==> src/rtl/disp_pkg.sv <==
// Shared types and helpers for the seven-segment scan controller.
package disp_pkg;

    typedef enum logic {
        S_IDLE,
        S_SCAN
    } scan_state_t;

    // Scan ticks per digit slot; the last tick of every slot is always dark.
    localparam int SLOT_TICKS = 8;

    // Round-robin choice between the two requesters.
    // Returns the index to grant. The caller only uses it when req != 0.
    function automatic logic arb_pick(input logic [1:0] req, input logic last);
        if (req == 2'b11) begin
            return ~last;
        end
        return req[1];
    endfunction

endpackage

==> src/rtl/scan_prescaler.sv <==
// Divides clk down to one scan tick every CLK_DIV cycles while enabled.
module scan_prescaler #(
    parameter int CLK_DIV = 1000
) (
    input  logic clk,
    input  logic rst,
    input  logic en,
    output logic tick
);

    localparam int              CW      = $clog2(CLK_DIV);
    localparam logic [CW-1:0]   CNT_MAX = CW'(CLK_DIV - 1);

    logic [CW-1:0] count;

    // Count 0..CLK_DIV-1 while enabled; held at zero whenever disabled.
    always_ff @(posedge clk) begin
        if (rst || !en) begin
            count <= '0;
        end else if (count == CNT_MAX) begin
            count <= '0;
        end else begin
            count <= count + 1'b1;
        end
    end

    assign tick = en && (count == CNT_MAX);

endmodule

==> src/rtl/display_scan_ctrl.sv <==
// Time-multiplexed scan controller for a multi-digit seven-segment display,
// shared round-robin between two frame requesters.
//
// Handshake: requester i holds req[i] high while it wants frames shown. The
// controller answers with a one-hot gnt that stays fixed for a whole frame;
// frame_done[i] pulses for one cycle as requester i's frame ends. Dropping req
// mid-frame never aborts the frame in progress; it only stops the next one.
module display_scan_ctrl
    import disp_pkg::*;
#(
    parameter int CLK_DIV = 1000,
    parameter int DIGITS  = 4
) (
    input  logic                clk,
    input  logic                rst,
    input  logic [1:0]          req,
    input  logic [4*DIGITS-1:0] src0_data,
    input  logic [4*DIGITS-1:0] src1_data,
    input  logic [2:0]          bright,
    output logic [1:0]          gnt,
    output logic [1:0]          frame_done,
    output logic [DIGITS-1:0]   an,
    output logic [3:0]          dnum
);

    localparam int            DW     = $clog2(DIGITS);
    localparam int            TW     = $clog2(SLOT_TICKS);
    localparam logic [DW-1:0] D_LAST = DW'(DIGITS - 1);
    localparam logic [TW-1:0] T_LAST = TW'(SLOT_TICKS - 1);

    scan_state_t         state, state_n;
    logic [1:0]          gnt_n, fd_n;
    logic                last, last_n, pick;
    logic [TW-1:0]       t, t_n;
    logic [DW-1:0]       digit, digit_n;
    logic [2:0]          bl, bl_n;
    logic [DIGITS-1:0]   an_n;
    logic [3:0]          dnum_n;
    logic                tick;

    scan_prescaler #(
        .CLK_DIV (CLK_DIV)
    ) u_prescaler (
        .clk  (clk),
        .rst  (rst),
        .en   (state == S_SCAN),
        .tick (tick)
    );

    // Next-state, arbitration, slot/digit sequencing and the next output values.
    always_comb begin
        state_n = state;
        gnt_n   = gnt;
        last_n  = last;
        t_n     = t;
        digit_n = digit;
        bl_n    = bl;
        fd_n    = '0;
        an_n    = '0;
        dnum_n  = '0;
        pick    = arb_pick(req, last);

        case (state)
            S_IDLE: begin
                if (req != 2'b00) begin
                    state_n = S_SCAN;
                    gnt_n   = pick ? 2'b10 : 2'b01;
                    last_n  = pick;
                    t_n     = '0;
                    digit_n = '0;
                    bl_n    = bright;
                end
            end
            S_SCAN: begin
                // Lit for the first bl ticks of the slot; dnum is blanked with the anode.
                if (t < TW'(bl)) begin
                    an_n   = DIGITS'(1) << digit;
                    dnum_n = gnt[1] ? src1_data[{digit, 2'b00} +: 4]
                                    : src0_data[{digit, 2'b00} +: 4];
                end
                if (tick) begin
                    if (t == T_LAST) begin
                        t_n  = '0;
                        bl_n = bright;
                        if (digit == D_LAST) begin
                            // Frame boundary: report the finished owner and re-arbitrate.
                            digit_n = '0;
                            fd_n    = gnt;
                            if (req == 2'b00) begin
                                state_n = S_IDLE;
                                gnt_n   = 2'b00;
                            end else begin
                                gnt_n  = pick ? 2'b10 : 2'b01;
                                last_n = pick;
                            end
                        end else begin
                            digit_n = digit + 1'b1;
                        end
                    end else begin
                        t_n = t + 1'b1;
                    end
                end
            end
            default: begin
                state_n = S_IDLE;
            end
        endcase
    end

    // State and registered outputs; reset clears everything and leaves last=1.
    always_ff @(posedge clk) begin
        if (rst) begin
            state      <= S_IDLE;
            gnt        <= '0;
            last       <= 1'b1;
            t          <= '0;
            digit      <= '0;
            bl         <= '0;
            frame_done <= '0;
            an         <= '0;
            dnum       <= '0;
        end else begin
            state      <= state_n;
            gnt        <= gnt_n;
            last       <= last_n;
            t          <= t_n;
            digit      <= digit_n;
            bl         <= bl_n;
            frame_done <= fd_n;
            an         <= an_n;
            dnum       <= dnum_n;
        end
    end

endmodule

==> config.mk <==
export PLATFORM = sky130hd
export DESIGN_NAME = display_scan_ctrl
export DESIGN_NICKNAME = d
export VERILOG_FILES = /design/src/rtl/disp_pkg.sv /design/src/rtl/scan_prescaler.sv /design/src/rtl/display_scan_ctrl.sv
export SDC_FILE = /design/constraint.sdc
export NUM_CORES = 1
export LEC_CHECK = 0
export ABC_AREA = 1
export CORE_ASPECT_RATIO = 2
export CORE_MARGIN = 2
export CORE_UTILIZATION = 51
export CTS_CLUSTER_SIZE = 40
export DETAILED_ROUTE_END_ITERATION = 10
export PLACE_DENSITY = 0.88
export SLEW_MARGIN = 20
export SYNTH_ARGS = -nofsm -noshare
export SYNTH_HDL_FRONTEND = slang
export SYNTH_HIERARCHICAL = 1
export SYNTH_SLANG_ARGS = --single-unit
==> constraint.sdc <==
create_clock -name clk -period 3 [get_ports clk]
set_input_delay 0.3 -clock clk [delete_from_list [all_inputs] [get_ports clk]]
set_output_delay 0.3 -clock clk [all_outputs]
set_load 0.01 [all_outputs]
==> results of run 1 <==
==> stage by stage <==
stage / std cells / power [mW] / setup WS [ns]
2_1_floorplan: 281 / 0.564 / 1.43
3_3_place_gp: 374 / 0.641 / 1.32
3_5_place_dp: 374 / 0.646 / 1.24
4_1_cts: 382 / 1.06 / 0.994
5_1_grt: 382 / 1.09 / 0.963
6_report: 382 / 1.05 / 1.00
==> cells in the mapped netlist <==
| cell | count | share of area |
|---|---|---|
| inv_2 | 3 | 0.0062 |
| xnor2_1 | 1 | 0.0048 |
| buf_6 | 1 | 0.0062 |
| nor2_1 | 26 | 0.054 |
| nor3_1 | 2 | 0.0055 |
| inv_1 | 50 | 0.10 |
| a21oi_2 | 4 | 0.019 |
| buf_2 | 3 | 0.0083 |
| nor2_4 | 4 | 0.025 |
| dfxtp_1 | 32 | 0.35 |
| nand4_1 | 1 | 0.0035 |
| nand3b_1 | 1 | 0.0041 |
| a21oi_1 | 12 | 0.033 |
| nand3_1 | 26 | 0.072 |
| o21ai_0 | 5 | 0.014 |
| o21bai_1 | 1 | 0.0041 |
| nor2_2 | 1 | 0.0035 |
| nand2_1 | 92 | 0.19 |
| ha_1 | 6 | 0.041 |
| clkinv_1 | 1 | 0.0021 |
| nand3_2 | 2 | 0.011 |
| nand2_2 | 1 | 0.0035 |
| nand2_4 | 2 | 0.012 |
| xor2_1 | 1 | 0.0048 |
| o21ai_2 | 1 | 0.0048 |
| buf_4 | 1 | 0.0041 |
| nor3_2 | 1 | 0.0055 |
==> power breakdown <==
| part | total (mW) | switching (mW) | internal, mW |
|---|---|---|---|
| clock network | 0.413 | 0.167 | 0.246 |
| registers | 0.458 | 0.0179 | 0.440 |
| logic | 0.178 | 0.0871 | 0.0913 |
==> layer usage <==
| layer | global-route usage | vias up | share of wire | wire length (µm) |
|---|---|---|---|---|
| met5 | 0 | - | 0 | 0 |
| met4 | 0.143 | 0 | 0.045 | 194 |
| met3 | 0.0571 | 16 | 0.055 | 239 |
| met1 | 0.171 | 818 | 0.34 | 1470 |
| li1 | - | 956 | - | - |
| met2 | 0.455 | 60 | 0.56 | 2430 |
==> how the worst max path moves through the flow <==
stage | startpoint | endpoint | depth (start not counted)
finish | gnt[1] | gnt[1] | 1
global route | gnt[1] | gnt[1] | 1
CTS | gnt[1] | gnt[1] | 1
detailed placement | u_prescaler/count[0] | digit[1] | 12
global placement | gnt[1] | gnt[1] | 1
floorplan | u_prescaler/count[0] | digit[1] | 12
==> layout make-up <==
| cell class | count | area, µm² | share of cell area |
|---|---|---|---|
| Multi-Input combinational cell | 190 | 936 | 0.382 |
| Sequential cell | 32 | 641 | 0.261 |
| Timing Repair Buffer | 50 | 500 | 0.204 |
| Inverter | 54 | 203 | 0.0827 |
| Clock buffer | 5 | 68.8 | 0.0281 |
| Tap cell | 48 | 60.1 | 0.0245 |
| Clock inverter | 3 | 42.5 | 0.0174 |
==> registers in the layout, summed over array words and instances, names as in the netlist <==
name / flops
bl: 3
last: 1
dnum: 4
u_prescaler/count: 10
t: 3
gnt: 2
an: 4
state: 1
frame_done: 2
digit: 2
==> cells by family (layout without fill, tap and decap cells) <==
group / Yosys count / count (layout)
adders and majority gates: 6 / 6
buffers and inverters: 59 / 112
and+or+nand+nor: 159 / 159
DFF: 32 / 32
xor gates and xnor gates: 2 / 2
AOI/OAI and AO/OA: 23 / 23
==> impl_metrics.json, run 1 <==
{
  "status": "finished clean",
  "path_class": "reg2out",
  "detail-route-antenna-nets": 0,
  "cts_repair_resize_count": 0,
  "first_pass_iters": 4,
  "p_leak_nw": 1.11,
  "relSlewSlack": 0.567,
  "synth_cell_types": 27,
  "cts_buffers": 5,
  "crit_path_end_kind": "output port",
  "syn_nets": 326,
  "min_period_ns": 2.00,
  "clkLatencyLatePin_ns": 0.29,
  "vias_per_cell": 4.84,
  "start_util": 0.531,
  "yosysWarnings": 6,
  "areaGrowthSynthToFinish_pct": 35.2,
  "die_h_um": 88.3,
  "rows": 30,
  "drc": 0,
  "fin_skew_ns": 0.00840,
  "antennaDiodeCount": 0,
  "crit_required_ns": 2.70,
  "hp-class": "reg2reg",
  "dr_total_vias": 1850,
  "power_density_mw_per_mm2": 428,
  "timing.critical_path.fanout_max": 19,
  "hold_depth": 2,
  "worst_pin_slew_ns": 0.648,
  "period_share": 0.665,
  "antenna_found_initial": 0,
  "postCtsSetupRepairBufs": 0,
  "setup-tns-final_ns": 0,
  "synth_fa_ha_area_frac": 0.0414,
  "finish.instance_area_mm2": 0.00245,
  "cts_max_level": 2,
  "cts.sinks": 32,
  "grt_max_degree": 20,
  "die_w_um": 46.2,
  "ir_worst_vdd_mv": 0.543,
  "layout.nets": 378,
  "routedWlPerCell_um": 11.3,
  "hold_viol_final": 0,
  "grt_pass1_wl_mm": 6.84,
  "placed_area_mm2": 0.00234,
  "track_usage": 0.229,
  "io_pins": 51,
  "cp_slowest_stage_delay_ns": 0.74,
  "cts_tree": "done",
  "routed_wl_mm": 4.33,
  "synth-seq-cells": 32,
  "globalplace.congestion": 0.817,
  "rsz0062_at_grt": "false",
  "dieArea_mm2": 0.00408,
  "r2r_cells": 12,
  "overflow": 0,
  "fill_cells": 283,
  "synth-seq-area-share": 0.353,
  "clkTransAtPathRegs_ns": 0.07,
  "fin_util": 0.718,
  "drt_iter0_drc": 19,
  "synth.area.mux_share": 0,
  "crit_buf_inv": 1,
  "r2r_slack_ns": 1.25,
  "synth-simple-area-share": 0.390,
  "startpoint_type": "flop",
  "hp-start": "last",
  "r2r_start": "u_prescaler/count[0]",
  "cap_violations": 0,
  "avgSynthCellArea_um2": 6.45,
  "fmaxAchievable_ghz": 0.501,
  "r2r_end": "digit[1]",
  "synth_compound_area_frac": 0.0752,
  "syn-instance-count": 281,
  "cp_slowest_cell": "dfxtp_1",
  "final_common_cell": "nand2_1",
  "synth_top_family_by_area": "simple AND/OR/NAND/NOR gates",
  "cp_top_family": "flip-flops",
  "clk_path_buf_depth": 2,
  "grt_pass1_vias": 1788,
  "most-common-layout-cells": "92 x nand2_1, 50 x inv_1, 50 x clkdlybuf4s50_1",
  "cp_data_arrival_time_ns": 1.70,
  "synth_xor_area_frac": 0.00966,
  "clockRootBuffer": "clkbuf_8",
  "hold_ws_ns": 0.467,
  "io_buffers": 50,
  "design.core.area_mm2": 0.00342,
  "critical_path.cell_chain": "clkdlybuf4s50_1",
  "drv_slew": 0,
  "drive_above_1_share": 0.0808,
  "synth_area_mm2": 0.00181,
  "hold_buffers": 0,
  "setup_viol": 0,
  "min_to": "last",
  "dpl.hpwl_mm": 3.44
}
Power figures use the tool's default switching activity.
==> inputs of run 2 (changes only) <==
- CORE_UTILIZATION: 51 -> 48
- PLACE_DENSITY: 0.88 -> 0.84
- clock period: 3 -> 2 ns (I/O delays scaled with it)
==> run 2 against run 1 <==
  * Register-to-register slack lost 0.98 ns
  * Critical path depth increased by 10
  * Global-route usage decreased by 0.38 points
  * Total power rose by 56%
  * Via count rose by 0.76%
  * Setup slack got worse by 0.73 ns
  * Sequential power is 49% higher
  * Highest routed layer unchanged
==> impl_metrics.json, run 2 (synthesis results as in run 1) <==
{
  "routedWlPerCell_um": 11.6,
  "drive_above_1_share": 0.0950,
  "endpoint": "bl[1]",
  "die_h_um": 90.9,
  "drv_slew": 0,
  "p_int_mw": 1.24,
  "die_w_um": 47.5,
  "fmaxAchievable_ghz": 0.579,
  "dp_slack_ns": 0.254,
  "rsz0062_at_grt": "false",
  "rows": 31,
  "switching_share": 0.241,
  "placed_area_mm2": 0.00236,
  "dpl.hpwl_mm": 3.59,
  "status": "finished clean",
  "cts.sinks": 32,
  "dieArea_mm2": 0.00431,
  "areaGrowthSynthToFinish_pct": 37.5,
  "start_util": 0.503,
  "layout_setup_ws_ns": 0.272,
  "p_sw_mw": 0.395,
  "crit_required_ns": 2.23,
  "path_class": "reg2reg",
  "r2r_slack_ns": 0.27,
  "first_pass_iters": 4,
  "cp-startpoint": "u_prescaler/count[1]",
  "r2r_end": "bl[1]",
  "antennaDiodeCount": 0,
  "clkLatencyLatePin_ns": 0.29,
  "power_frac_clock": 0.412,
  "drc": 0,
  "clkTransAtPathRegs_ns": 0.06,
  "r2r_start": "u_prescaler/count[1]",
  "power_mw": 1.64,
  "cts_max_level": 2,
  "cp_data_arrival_time_ns": 1.95,
  "routed_wl_mm": 4.46,
  "track_usage": 0.225,
  "hold_viol_final": 0,
  "hold_buffers": 0,
  "dp_cells": 378,
  "setup_viol": 0,
  "globalplace.congestion": 0.799,
  "cp_slowest_cell": "dfxtp_1",
  "finish.instance_area_mm2": 0.00249,
  "hp-class": "reg2reg",
  "clk_path_buf_depth": 2,
  "largest_reg_flops": 10,
  "cts_buffers": 5,
  "timing.critical_path.fanout_max": 5,
  "detail-route-antenna-nets": 0,
  "top_register": "u_prescaler/count",
  "fill_cells": 318,
  "p_leak_nw": 1.13,
  "r2r_cells": 11,
  "final_common_cell": "nand2_1",
  "clockRootBuffer": "clkbuf_8",
  "worst_pin_slew_ns": 0.352,
  "fin_skew_ns": 0.00715,
  "reg_top3": "u_prescaler/count (10), an (4), dnum (4)",
  "vias_per_cell": 4.83,
  "postCtsSetupRepairBufs": 0,
  "power_frac_comb": 0.171,
  "cp_slowest_stage_delay_ns": 0.38,
  "ir_worst_vdd_mv": 0.755,
  "dr_total_vias": 1864,
  "startpoint_type": "flop",
  "io_pins": 51,
  "fin_util": 0.691,
  "critical_path.cell_chain": "ha_2 -> inv_1 -> nor2_1 -> nand3_1 -> nor2_1 -> inv_1 -> nand2_1 -> nand2_4 -> nor2_4 -> nand2_1 -> a21oi_2",
  "setup-tns-final_ns": 0,
  "overflow": 0,
  "crit_path_end_kind": "flop",
  "power_density_mw_per_mm2": 656,
  "instances_no_fill": 386,
  "design.core.area_mm2": 0.00361,
  "min_period_ns": 1.73,
  "most-common-layout-cells": "92 x nand2_1, 50 x inv_1, 50 x clkdlybuf4s50_1",
  "layout.nets": 381,
  "grt_pass1_wl_mm": 7.02,
  "period_share": 0.864,
  "antenna_found_initial": 0,
  "io_buffers": 50,
  "grt_max_degree": 18,
  "p_seq_frac": 0.417,
  "hold_ws_ns": 0.458,
  "grt_pass1_vias": 1837,
  "relSlewSlack": 0.764,
  "cts_tree": "done",
  "cap_violations": 0,
  "drt_iter0_drc": 39
}
==> run 2: per-layer routing <==
metal,up-vias,part of all wire,track usage,routed length (µm)
met1,830,0.32,0.153,1440
met2,54,0.58,0.446,2570
li1,963,-,-,-
met5,-,0,0,0
met4,0,0.048,0.134,213
met3,17,0.052,0.0560,233
==> run 2: worst min path at each step <==
stage	startpoint	depth (start not counted)	end
after floorplan	bright[0]	2	bl[0]
after global placement	last	2	last
after detailed placement	gnt[0]	2	frame_done[0]
after CTS	gnt[0]	2	frame_done[0]
after global routing	gnt[0]	2	frame_done[0]
final	u_prescaler/count[0]	1	u_prescaler/count[0]
==> run 2: power groups by stage <==
stage	registers [mW]	clock network [mW]	logic, mW
2_1_floorplan	0.693	0	0.153
3_3_place_gp	0.695	0	0.272
3_5_place_dp	0.696	0	0.279
4_1_cts	0.682	0.684	0.282
5_1_grt	0.686	0.706	0.312
6_report	0.682	0.675	0.279
==> run 2: area by class of cell <==
class	instances	area [µm²]	area share
repair buffers	53	523	0.210
clock inverters	1	30.0	0.0120
multi-input cells	190	938	0.376
clock buffers	7	96.3	0.0386
inverters	54	203	0.0813
well taps	49	61.3	0.0246
flip-flops and latches	32	642	0.257
==> run 2: timing repair <==
action / 4_1_cts / 5_1_grt
resized for setup: 0 / 2
setup endpoints to repair: 0 / 6
endpoints found under the hold margin: 0 / 0
==> run 2: critical path: cells and delay by family, from the launching register on <==
kind                       cells  cell delay, ns
DFF                            1            0.38
buffers and inverters          2            0.15
adders and majority gates      1            0.24
and+or+nand+nor                7            0.79
AOI/OAI and AO/OA              1            0.11
==> inputs of run 3 (changes only) <==
- GPL_TIMING_DRIVEN: unset -> 0
==> run 3 against run 2 <==
  * Critical path type unchanged
  * Cell count up 0.26%
  * Non-clock buffer count up 2
  * Critical endpoint is now digit[1]
  * Global-route usage down 0.89 points
  * Combinational power up 2%
  * Register-to-register slack worse by 0.11 ns
  * Largest cell class unchanged
==> impl_metrics.json, run 3 (synthesis results as in run 1) <==
{
  "first_pass_iters": 4,
  "r2r_cells": 12,
  "critical_path.cell_chain": "ha_1 -> inv_1 -> nor2_1 -> nand3_1 -> nor2_1 -> inv_1 -> nand2_1 -> nand2_4 -> nor2_4 -> nand2_1 -> nand2_1 -> nor2_1",
  "drc": 0,
  "hold_viol_final": 0,
  "hold_buffers": 0,
  "instances_no_fill": 387,
  "postCtsSetupRepairBufs": 0,
  "rsz0062_at_grt": "false",
  "drv_slew": 0,
  "track_usage": 0.216,
  "r2r_end": "digit[1]",
  "path_class": "reg2reg",
  "antenna_found_initial": 0,
  "p_leak_nw": 1.13,
  "dieArea_mm2": 0.00431,
  "cp_slowest_stage_delay_ns": 0.39,
  "clkLatencyLatePin_ns": 0.28,
  "fin_util": 0.685,
  "start_util": 0.503,
  "die_h_um": 90.9,
  "cts_max_level": 2,
  "layout.nets": 383,
  "met2_wirelength_mm": 2.54,
  "grt_pass1_vias": 1752,
  "dr_wl_met3_um": 250,
  "finish.instance_area_mm2": 0.00247,
  "vias_per_cell": 4.82,
  "cp_data_arrival_time_ns": 2.00,
  "top_layer_used": "met4",
  "grt_max_degree": 11,
  "status": "finished clean",
  "overflow": 0,
  "io_pins": 51,
  "clkTransAtPathRegs_ns": 0.06,
  "routedWlPerCell_um": 11.5,
  "worst_pin_slew_ns": 0.299,
  "antennaDiodeCount": 0,
  "placed_area_mm2": 0.00237,
  "r2r_start": "u_prescaler/count[0]",
  "crit_required_ns": 2.17,
  "dr_total_vias": 1865,
  "io_buffers": 50,
  "reg_top3": "u_prescaler/count (10), an (4), dnum (4)",
  "fmaxAchievable_ghz": 0.545,
  "areaGrowthSynthToFinish_pct": 36.3,
  "cp-startpoint": "u_prescaler/count[0]",
  "setup_viol": 0,
  "rows": 31,
  "power_density_mw_per_mm2": 604,
  "dpl.hpwl_mm": 3.53,
  "drive_above_1_share": 0.0917,
  "relSlewSlack": 0.800,
  "final_common_cell": "nand2_1",
  "clockRootBuffer": "clkbuf_8",
  "cts.sinks": 32,
  "cts_buffers": 5,
  "r2r_slack_ns": 0.17,
  "hp-class": "reg2reg",
  "setup-tns-final_ns": 0,
  "largest_reg_flops": 10,
  "drt-met1-wl_mm": 1.50,
  "dp_cells": 380,
  "startpoint_type": "flop",
  "cap_violations": 0,
  "grt_pass1_wl_mm": 6.88,
  "cp_slowest_cell": "dfxtp_1",
  "drt_iter0_drc": 23,
  "cts_repair_resize_count": 0,
  "power_mw": 1.49,
  "top_register": "u_prescaler/count",
  "period_share": 0.917,
  "crit_path_end_kind": "flop",
  "die_w_um": 47.5,
  "detail-route-antenna-nets": 0,
  "ir_worst_vdd_mv": 0.612,
  "cts_tree": "done",
  "min_period_ns": 1.83,
  "fin_skew_ns": 0.00443,
  "design.core.area_mm2": 0.00361,
  "timing.critical_path.fanout_max": 5,
  "most-common-layout-cells": "92 x nand2_1, 50 x inv_1, 50 x clkdlybuf4s50_1",
  "endpoint": "digit[1]",
  "clk_path_buf_depth": 2,
  "routed_wl_mm": 4.45,
  "globalplace.congestion": 0.777
}
run 3: where the power goes:
group	switching [mW]	leakage [nW]	internal (mW)
sequential	0.0183	0.260	0.661
clock	0.222	0.0503	0.306
combinational	0.142	0.820	0.143
total	0.382	1.13	1.11
run 3: final cells by class:
cell class | count | area (µm²)
repair buffers | 50 | 500
flip-flops and latches | 32 | 641
multi-input cells | 190 | 936
fillers | 320 | 1140
plain buffers | 5 | 33.8
clock buffers | 7 | 96.3
well taps | 49 | 61.3
inverters | 54 | 203
run 3: routing by layer:
| layer | up-vias | GRT usage |
|---|---|---|
| met5 | - | 0 |
| met3 | 15 | 0.0540 |
| li1 | 965 | - |
| met4 | 0 | 0.109 |
| met1 | 830 | 0.170 |
| met2 | 55 | 0.417 |
run 3: critical path, delay by kind of cell (launching register included):
family | cells | cell delay, ns
adders and majority gates | 1 | 0.25
buffers and inverters | 2 | 0.17
and+or+nand+nor | 9 | 0.92
DFF | 1 | 0.39
run 3: worst min-delay path by stage:
| stage | startpoint | endpoint | slack, ns | cells after the start |
|---|---|---|---|---|
| final | gnt[0] | frame_done[0] | 0.45 | 2 |
| after CTS | gnt[0] | frame_done[0] | 0.46 | 2 |
| after detailed placement | gnt[0] | frame_done[0] | 0.45 | 2 |
| after global routing | gnt[0] | frame_done[0] | 0.47 | 2 |
| after global placement | last | last | 0.44 | 2 |
| after floorplan | bright[0] | bl[0] | 0.35 | 2 |
run 3: metrics by stage:
stage / hold WS [ns] / setup slack (ns)
after CTS: 0.461 / 0.171
after global placement: 0.439 / 0.270
after detailed placement: 0.451 / 0.222
final: 0.455 / 0.165
after floorplan: 0.352 / 0.426
after global routing: 0.472 / 0.0266
